**config.mk**
```make
export PLATFORM = sky130hd
export DESIGN_NAME = ehgu_fifo_wr_arb_flat
export DESIGN_NICKNAME = d
export VERILOG_FILES = /design/src/rtl/ehgu_fifo_wr_arb_pkg.sv /design/src/rtl/ehgu_fifo_wr_arb_if.sv /design/src/rtl/ehgu_fifo_wr_arb_rr_pick.sv /design/src/rtl/ehgu_fifo_wr_arb.sv /design/src/flat_wrapper.sv
export SDC_FILE = /design/constraint.sdc
export NUM_CORES = 1
export LEC_CHECK = 0
export BUFFER_PORTS_ARGS = -buffer_cell sky130_fd_sc_hd__buf_2
export CAP_MARGIN = 20
export CORE_MARGIN = 1
export CORE_UTILIZATION = 48
export DETAILED_ROUTE_END_ITERATION = 8
export HOLD_SLACK_MARGIN = 0.12
export PLACE_DENSITY = 0.77
export SLEW_MARGIN = 20
export SYNTH_ARGS = -nofsm -noshare
export SYNTH_HDL_FRONTEND = slang
export SYNTH_SLANG_ARGS = --single-unit
```
**constraint.sdc**
```tcl
create_clock -name wclk -period 2.9 [get_ports wclk]
set_input_delay 0.87 -clock wclk [delete_from_list [all_inputs] [get_ports wclk]]
set_output_delay 0.87 -clock wclk [all_outputs]
set_load 0.01 [all_outputs]
```
**src/rtl/ehgu_fifo_wr_arb_pkg.sv**
```systemverilog
// Shared types for the ehgu FIFO write-side arbiter.
// Holds the arbiter state encoding and the width of the per-grant beat counter.
package ehgu_fifo_pkg;

  typedef enum logic [1:0] {
    IDLE,
    BURST,
    STALL
  } arbState_t;

  // Wide enough for MAX_BURST up to 15
  localparam int BEAT_W = 4;

endpackage

```
**src/rtl/ehgu_fifo_wr_arb_if.sv**
```systemverilog
// Requester, FIFO write and occupancy signals of the ehgu FIFO write arbiter.
// The slave modport is the arbiter side; master is the client/FIFO side.
interface ehgu_fifo_wr_arb_if #(
  parameter int NREQ   = 4,
  parameter int WIDTH  = 8,
  parameter int CWIDTH = 8
);

  logic [NREQ-1:0]       req;
  logic [NREQ*WIDTH-1:0] req_data;
  logic [NREQ-1:0]       gnt;
  logic                  wenable;
  logic [WIDTH-1:0]      wdata;
  logic                  rd_pop;
  logic [CWIDTH-1:0]     level;
  logic                  full;
  logic                  empty;
  logic                  err_underflow;

  modport master (
    output req, req_data, rd_pop,
    input  gnt, wenable, wdata, level, full, empty, err_underflow
  );

  modport slave (
    input  req, req_data, rd_pop,
    output gnt, wenable, wdata, level, full, empty, err_underflow
  );

endinterface

```
**src/rtl/ehgu_fifo_wr_arb_rr_pick.sv**
```systemverilog
// Combinational round-robin selector: first active request at or after
// (i_last + 1) mod NREQ, wrapping around.
module ehgu_rr_pick #(
  parameter int NREQ = 4,
  parameter int IW   = $clog2(NREQ)
) (
  input  logic [NREQ-1:0] i_req,
  input  logic [IW-1:0]   i_last,
  output logic [NREQ-1:0] o_onehot,
  output logic [IW-1:0]   o_idx,
  output logic            o_valid
);

  logic [IW:0]   w_sum;
  logic [IW-1:0] w_cand;

  // Walk candidates in priority order; the first hit wins
  always_comb begin
    o_onehot = '0;
    o_idx    = '0;
    o_valid  = 1'b0;
    w_sum    = '0;
    w_cand   = '0;
    for (int k = 1; k <= NREQ; k++) begin
      w_sum = {1'b0, i_last} + (IW+1)'(k);
      if (w_sum >= (IW+1)'(NREQ)) begin
        w_sum = w_sum - (IW+1)'(NREQ);
      end
      w_cand = w_sum[IW-1:0];
      if (!o_valid && i_req[w_cand]) begin
        o_valid          = 1'b1;
        o_idx            = w_cand;
        o_onehot[w_cand] = 1'b1;
      end
    end
  end

endmodule

```
**src/rtl/ehgu_fifo_wr_arb.sv**
```systemverilog
// Write-side arbiter for the ehgu FIFO: round-robin bounded bursts onto the
// single FIFO write port, plus occupancy tracking from wclk-domain pop pulses.
module ehgu_fifo_wr_arb
  import ehgu_fifo_pkg::*;
#(
  parameter int NREQ      = 4,
  parameter int WIDTH     = 8,
  parameter int DEPTH     = 128,
  parameter int MAX_BURST = 4,
  parameter int CWIDTH    = $clog2(DEPTH+1)
) (
  input  logic             wclk,
  input  logic             rstn,
  ehgu_fifo_wr_arb_if.slave bus
);

  localparam int IW = $clog2(NREQ);

  arbState_t         r_state, w_stateNext;
  logic [NREQ-1:0]   r_gnt, w_gntNext;
  logic [IW-1:0]     r_last, w_lastNext;
  logic [BEAT_W-1:0] r_beatCnt, w_beatNext;
  logic [CWIDTH-1:0] r_level;
  logic              r_wen;
  logic [WIDTH-1:0]  r_wdata, w_selData;
  logic              r_errUnder;

  logic              w_full, w_empty, w_grantedReq, w_accept, w_pop;
  logic [NREQ-1:0]   w_pickOneHot;
  logic [IW-1:0]     w_pickIdx;
  logic              w_pickValid;

  assign w_full       = (r_level == CWIDTH'(DEPTH));
  assign w_empty      = (r_level == '0);
  assign w_grantedReq = |(r_gnt & bus.req);
  assign w_accept     = w_grantedReq & ~w_full;
  assign w_pop        = bus.rd_pop & ~w_empty;

  ehgu_rr_pick #(.NREQ(NREQ), .IW(IW)) u_pick (
    .i_req    (bus.req),
    .i_last   (r_last),
    .o_onehot (w_pickOneHot),
    .o_idx    (w_pickIdx),
    .o_valid  (w_pickValid)
  );

  always_comb begin
    w_selData = '0;
    for (int i = 0; i < NREQ; i++) begin
      if (r_gnt[i]) begin
        w_selData = bus.req_data[i*WIDTH +: WIDTH];
      end
    end
  end

  // BURST and STALL share one rule set: an accept counts a beat, a dropped
  // request releases, a blocked-but-still-requesting grant waits in STALL
  always_comb begin
    w_stateNext = r_state;
    w_gntNext   = r_gnt;
    w_lastNext  = r_last;
    w_beatNext  = r_beatCnt;
    case (r_state)
      IDLE: begin
        w_gntNext = '0;
        if (w_pickValid && !w_full) begin
          w_gntNext   = w_pickOneHot;
          w_lastNext  = w_pickIdx;
          w_beatNext  = '0;
          w_stateNext = BURST;
        end
      end
      BURST, STALL: begin
        if (w_accept) begin
          w_beatNext = r_beatCnt + BEAT_W'(1);
          if (r_beatCnt == BEAT_W'(MAX_BURST-1)) begin
            w_gntNext   = '0;
            w_stateNext = IDLE;
          end else begin
            w_stateNext = BURST;
          end
        end else if (!w_grantedReq) begin
          w_gntNext   = '0;
          w_stateNext = IDLE;
        end else begin
          w_stateNext = STALL;
        end
      end
      default: begin
        w_gntNext   = '0;
        w_stateNext = IDLE;
      end
    endcase
  end

  // Last winner starts at NREQ-1 so requester 0 is first after reset
  always_ff @(posedge wclk or negedge rstn) begin
    if (!rstn) begin
      r_state   <= IDLE;
      r_gnt     <= '0;
      r_last    <= IW'(NREQ-1);
      r_beatCnt <= '0;
    end else begin
      r_state   <= w_stateNext;
      r_gnt     <= w_gntNext;
      r_last    <= w_lastNext;
      r_beatCnt <= w_beatNext;
    end
  end

  always_ff @(posedge wclk or negedge rstn) begin
    if (!rstn) begin
      r_wen      <= 1'b0;
      r_wdata    <= '0;
      r_level    <= '0;
      r_errUnder <= 1'b0;
    end else begin
      r_wen   <= w_accept;
      if (w_accept) begin
        r_wdata <= w_selData;
      end
      r_level <= r_level + CWIDTH'(w_accept) - CWIDTH'(w_pop);
      if (bus.rd_pop && w_empty) begin
        r_errUnder <= 1'b1;
      end
    end
  end

  assign bus.gnt           = r_gnt;
  assign bus.wenable       = r_wen;
  assign bus.wdata         = r_wdata;
  assign bus.level         = r_level;
  assign bus.full          = w_full;
  assign bus.empty         = w_empty;
  assign bus.err_underflow = r_errUnder;

endmodule

```
**src/flat_wrapper.sv**
```systemverilog
// flat-port wrapper written by rule: the top's interface ports become plain ports
module ehgu_fifo_wr_arb_flat import ehgu_fifo_pkg::*;
#(
  parameter int NREQ      = 4,
  parameter int WIDTH     = 8,
  parameter int DEPTH     = 128,
  parameter int MAX_BURST = 4,
  parameter int CWIDTH    = $clog2(DEPTH+1)
)
  (wclk, rstn, bus_req, bus_req_data, bus_rd_pop, bus_gnt, bus_wenable, bus_wdata, bus_level, bus_full, bus_empty, bus_err_underflow);
  ehgu_fifo_wr_arb_if #(.NREQ(NREQ), .WIDTH(WIDTH), .CWIDTH(CWIDTH)) bus_i ();
  input  logic wclk;
  input  logic rstn;
  input wire logic [$bits(bus_i.req)-1:0] bus_req;
  input wire logic [$bits(bus_i.req_data)-1:0] bus_req_data;
  input wire logic [$bits(bus_i.rd_pop)-1:0] bus_rd_pop;
  output wire logic [$bits(bus_i.gnt)-1:0] bus_gnt;
  output wire logic [$bits(bus_i.wenable)-1:0] bus_wenable;
  output wire logic [$bits(bus_i.wdata)-1:0] bus_wdata;
  output wire logic [$bits(bus_i.level)-1:0] bus_level;
  output wire logic [$bits(bus_i.full)-1:0] bus_full;
  output wire logic [$bits(bus_i.empty)-1:0] bus_empty;
  output wire logic [$bits(bus_i.err_underflow)-1:0] bus_err_underflow;
  assign bus_i.req = bus_req;
  assign bus_i.req_data = bus_req_data;
  assign bus_i.rd_pop = bus_rd_pop;
  assign bus_gnt = bus_i.gnt;
  assign bus_wenable = bus_i.wenable;
  assign bus_wdata = bus_i.wdata;
  assign bus_level = bus_i.level;
  assign bus_full = bus_i.full;
  assign bus_empty = bus_i.empty;
  assign bus_err_underflow = bus_i.err_underflow;
  ehgu_fifo_wr_arb #(.NREQ(NREQ), .WIDTH(WIDTH), .DEPTH(DEPTH), .MAX_BURST(MAX_BURST), .CWIDTH(CWIDTH)) u_core (.wclk(wclk), .rstn(rstn), .bus(bus_i));
endmodule
```
### Yosys cells after proc, flatten, opt, wreduce, memory -nomap -nowiden

Index checks and enable logic that the tools add are counted.

| word-level totals | value |
|---|---|
| input bits | 39 |
| output and inout bits | 24 |
| logic and storage cells | 117 |
| register bits after elaboration | 30 |

| operators by class | value |
|---|---|
| $add $sub $neg | 11 |
| multiplexer cells | 49 |
| reductions and logical operators | 21 |
| equal/unequal tests | 8 |
| bitwise gates (word level) | 8 |
| $lt $le $gt $ge | 12 |

Operator list:

| operator | count |
|---|---|
| $mux 4 | 10 |
| $mux 8 | 4 |
| $mux 2 | 11 |
| $pmux 4 s2 | 2 |
| $mux 1 | 13 |
| $ge 3x3->1 const B | 4 |
| $lt 2x3->1 const B | 4 |
| $or 4x4->4 | 3 |
| $logic_and 1x1->1 | 9 |
| $add 8x1->8 | 1 |
| $bmux 1 s2 | 4 |
| $demux 1 s2 | 4 |
| $eq 8x8->1 const B | 1 |
| $ge 2x1->1 const B | 4 |
| $logic_not 8->1 | 1 |
| $sub 2x1->2 const B | 4 |
| $sub 8x1->8 | 1 |
| $add 2x2->3 const B | 2 |
| $ne 3x3->1 const B | 2 |
| $add 4x1->4 const B | 1 |
| $and 4x4->4 | 1 |
| $eq 4x2->1 const B | 1 |
| $logic_not 1->1 | 4 |
| $ne 2x1->1 const B | 2 |
| other kinds (13) | 16 |

### Longest topological paths before layout

| logic depth | value |
|---|---|
| depth after elaboration | 18 |
| mapped depth | 15 |
| gate-level depth less buffers | 15 |

### Hierarchy

A second synthesis with hierarchy kept.

| unflattened totals | value |
|---|---|
| cell total of the unflattened synthesis | 262 |
| area total of the unflattened synthesis | 2433.6 um2 |

By module, submodules not included:

| module | cells each | instances | seq. area each (um2) | area each (um2) |
|---|---|---|---|---|
| ehgu_fifo_wr_arb | 194 | 1 | 753.2 | 1908.1 |
| ehgu_rr_pick | 68 | 1 | 0.0 | 525.5 |

### Worst setup path after synthesis

OpenSTA, ideal clock, no wires.

| timing path | value |
|---|---|
| path type | input -> register |
| start point | in bus_req[2] |
| end point | reg u_core.r_level[6], in the netlist u_core.bus.level[6] |
| path buffers | 2 |
| data required time | 2.774 ns |
| slack | -0.212 ns |
| setup time | 0.126 ns |
| stages | 12 |
| arrival time | 2.986 ns |
| cell sequence | buf_2 > a22oi_1 > a22oi_1 > clkbuf_1 > ha_1 > inv_1 > fa_1 > nor2b_1 > o21a_1 > o21a_1 > nor2_1 > o311a_1 |

| on the way | value |
|---|---|
| word-level cells in the longest chain between the ends | 5 |

Ends and longest elaborated chain:

| what | line | text |
|---|---|---|
| start, declared | flat_wrapper.sv:14 | `input wire logic [$bits(bus_i.req)-1:0] bus_req;` |
| $and 4x4->4 | ehgu_fifo_wr_arb.sv:35 | `assign w_grantedReq = \|(r_gnt & bus.req);` |
| $reduce_or 4->1 | ehgu_fifo_wr_arb.sv:35 |  |
| $and 1x1->1 | ehgu_fifo_wr_arb.sv:36 | `assign w_accept = w_grantedReq & ~w_full;` |
| named net u_core.w_accept | ehgu_fifo_wr_arb.sv:28 | `logic w_full, w_empty, w_grantedReq, w_accept, w_pop;` |
| $add 8x1->8 | ehgu_fifo_wr_arb.sv:122 | `r_level <= r_level + CWIDTH'(w_accept) - CWIDTH'(w_pop);` |
| $sub 8x1->8 | ehgu_fifo_wr_arb.sv:122 |  |
| end signal, assigned | ehgu_fifo_wr_arb.sv:122 |  |
| end, declared | ehgu_fifo_wr_arb.sv:23 | `logic [CWIDTH-1:0] r_level;` |

The timed path passes the listed nets, and every way through them passes these cells.
A chain may end at the register's enable or synchronous reset.

### Worst setup path after layout

| timing path | value |
|---|---|
| start point | reg u_core.r_level[4], in the netlist u_core.bus.level[4] |
| end point | reg u_core.r_level[6], in the netlist u_core.bus.level[6] |

| on the way | value |
|---|---|
| word-level cells in the longest chain between the ends | 5 |

Ends and longest elaborated chain:

| what | line | text |
|---|---|---|
| $eq 8x8->1 | ehgu_fifo_wr_arb.sv:33 | `assign w_full = (r_level == CWIDTH'(DEPTH));` |
| $not 1->1 | ehgu_fifo_wr_arb.sv:36 |  |
| $and 1x1->1 | ehgu_fifo_wr_arb.sv:36 |  |
| $add 8x1->8 | ehgu_fifo_wr_arb.sv:122 |  |
| $sub 8x1->8 (*) | ehgu_fifo_wr_arb.sv:122 |  |

Every way passes the cells marked *; elsewhere a longest branch is shown, timed or not.

==> summary.md <==
| Metric | Value |
|---|---|
| Status | finished clean |
| CTS Hold Bufs | 0 |
| Register area | 753.2 um2 |
| Critical Path AT | 3.03 ns |
| Fillers | 387 |
| Detailed placement HPWL | 3992 um |
| Met3 Use GR | 0.03938 |
| Ys async rst share | 1.000 |
| Crit path kind | reg -> reg |
| YS warnings | 0 |
| Critical Path Sink Type | flip-flop |
| Reg clk slew, reported paths | 0.07 ns |
| Root buf cell | clkbuf_8 |
| Lkg Pwr | 1.419 nW |
| Inserted Diodes | 0 |
| Sum of negative setup slack | 0 ns |
| Top cells by area, synth | dfrtp_1 30%, ha_1 12%, a21oi_1 6.4% |
| Wire length of the first global-routing pass | 8790 um |
| Synthesized area | 2331 um2 |
| Period utilisation layout | 0.9900 |
| Worst path required time | 3.06 ns |
| Design area | 2908 um2 |
| FF+latch count, synth | 30 |
| Worst slew pin tran | 0.6772 ns |
| Total Routing Usage GR | 0.2178 |
| Worst VDD drop | 0.5104 mV |
| Drt via density | 5.674 |
| Die area | 5139 um2 |
| Top-Level Pins | 63 |
| Routing usage on met1 | 0.2748 |
| H-tree Lvls | 2 |
| Cell Rows | 24 |
| Total wire length | 5272 um |
| Core Area | 4504 um2 |
| Final Wtd Congestion | 0.9161 |
| Slew HR | 0.5485 |
| Skew-Pair Late Insertion Delay | 0.28 ns |
| Synth cell count leaders | 30 x a21oi_1, 28 x dfrtp_1, 25 x inv_1 |
| Post-synthesis sequential area ratio | 0.3231 |
| Remaining DRCs | 0 |
| Multi-input gate area | 1449 um2 |
| GR Util met2 | 0.3868 |
| NumNets Final | 393 |
| Mean Syn Cell Area | 9.000 um2 |
| Area Overhead vs Synth | 24.75% |
| Initial Util | 0.5175 |
| Ys flop type | dfrtp_1 |
| Synthesized instance count | 259 |
| Period minus WS final | 2.871 ns |
| Cts bufs inserted | 5 |
| DR pass1 iterations | 4 |
| Post-synth EDFFs | 0 |
| Wire length per cell | 13.77 um |
| Initial antenna violation count | 0 |
| Tot Pwr | 3.266 mW |
| Largest net degree at the start of global routing | 31 |
| Cell Area, Placed | 2749 um2 |
| RSZ-0062 raised after global routing | yes |
| Number of routed nets with antenna violations | 0 |
| Clk sink count | 30 |
| HP Class | reg -> reg |
| Die Wd | 71.69 um |
| Syn nets | 322 |
| Top-count cell post-synth | a21oi_1 |
| CTS tree | yes |
| Max-Cap Viols | 0 |
| Count of different cell masters after synthesis | 47 |
| Die height | 71.69 um |
| Synth top area share | 0.3006 |
| PwrDens | 1123 nW/um2 |
| Number of DRC markers in iteration 0 | 91 |
| Share of post-route cells with drive strength above 1 | 0.3323 |
| PortBufs | 62 |
| Final max-slew violation count | 0 |
| Clock Path Buffers | 2 |
| Startpoint Class | flip-flop |
| Clock Skew | 0.006574 ns |
| Finish-stage setup viols | 0 |
| Remaining global-route overflow | 0 |
| Final Util | 0.6456 |
| Fmax | 348.3 MHz |
| Hold Fails Final Rpt | 0 |
| Vias in the first global route | 1,957 |
| Busiest grt layer | met2 |
| Vias post-DR | 2,173 |
| Post-synth top area cell | dfrtp_1 |
| Crit-path max FO | 3 |
[layer usage]
metal / vias up / share of wire
met4: 0 / 0.016
met5: - / 0
met2: 77 / 0.50
li1: 1081 / -
met1: 1004 / 0.44
met3: 11 / 0.045
[sequential cells by signal, summed over array words and instances (netlist names)]
| signal | count |
|---|---|
| u_core.bus.level | 8 |
| u_core.bus.gnt | 4 |
| u_core.bus.err_underflow | 1 |
| u_core.r_state | 2 |
| u_core.r_beatCnt | 4 |
| u_core.bus.wdata | 8 |
| u_core.r_last | 2 |
| u_core.bus.wenable | 1 |
[cell usage in the layout, fill, tap and decap left out, types with 8 or more instances in the layout]
master,n
nor2_1,17
nor3b_1,10
dfrtp_1,28
nor3_1,8
ha_1,21
inv_1,20
o21ai_0,8
nand2_1,11
buf_2,62
a21oi_1,30
buf_4,16
nor2b_1,9
[metrics by stage]
step | worst slack [ns] | hold slack (ns) | cells
5_1_grt | -0.07920 | 0.5032 | 383
2_1_floorplan | 0.01055 | 0.4666 | 259
6_report | 0.02895 | 0.4744 | 383
4_1_cts | 0.002345 | 0.4821 | 382
3_3_place_gp | 0.02894 | 0.4443 | 372
3_5_place_dp | -0.04417 | 0.4664 | 372
[worst max-delay path, cell delays in order, from the launching register on]
cell and delay, ns:
dfrtp_1 0.38, inv_2 0.07, ha_1 0.16, and4bb_2 0.24, and2_4 0.17, nor2b_4 0.05
ha_4 0.25, inv_2 0.03, ha_2 0.18, inv_2 0.05, fa_2 0.19, nor2b_1 0.05
o21a_1 0.19, o21a_1 0.20, or4_1 0.40, o311a_1 0.14
[path summary, 6_finish.rpt]
check                                              start                  endpoint  slack, ns  cells after the start
worst max-delay path                 u_core.bus.level[4]       u_core.bus.level[6]       0.03                     15
worst min-delay path            u_core.bus.err_underflow  u_core.bus.err_underflow       0.47                      1
worst max register to register       u_core.bus.level[4]       u_core.bus.level[6]       0.03                     15
worst min register to register  u_core.bus.err_underflow  u_core.bus.err_underflow       0.47                      1
max in group asynchronous                           rstn       u_core.bus.wdata[3]       1.83                      1
min in group asynchronous                           rstn       u_core.bus.level[7]       0.62                      1
[area by class of cell]
cell class | instances | share of cell area
Timing Repair Buffer | 78 | 0.1480
Inverter | 25 | 0.03227
Clock buffer | 7 | 0.02969
Clock inverter | 1 | 0.01033
Tap cell | 52 | 0.02238
Sequential cell | 30 | 0.2590
Multi-Input combinational cell | 190 | 0.4983
[where the power goes]
| group | total [mW] | switching [mW] | internal [mW] |
|---|---|---|---|
| clock network | 0.436 | 0.156 | 0.280 |
| logic | 2.09 | 1.13 | 0.962 |
| registers | 0.736 | 0.110 | 0.626 |
| total | 3.27 | 1.40 | 1.87 |
[timing repair]
action / in CTS / in global routing
setup buffers: 2 / 1
pin swaps: 0 / 4
hold endpoints to repair: 0 / 0
endpoints found under the setup margin: 1 / 2
resized for setup: 2 / 5
[cells by family after synthesis]
group | synth area share
and+or+nand+nor | 0.1739
buffers and inverters | 0.07354
xor gates and xnor gates | 0.01879
muxes | 0.04831
adders and majority gates | 0.1320
DFF | 0.3231
AOI/OAI and AO/OA | 0.2303
(Power assumes the default switching activity.)
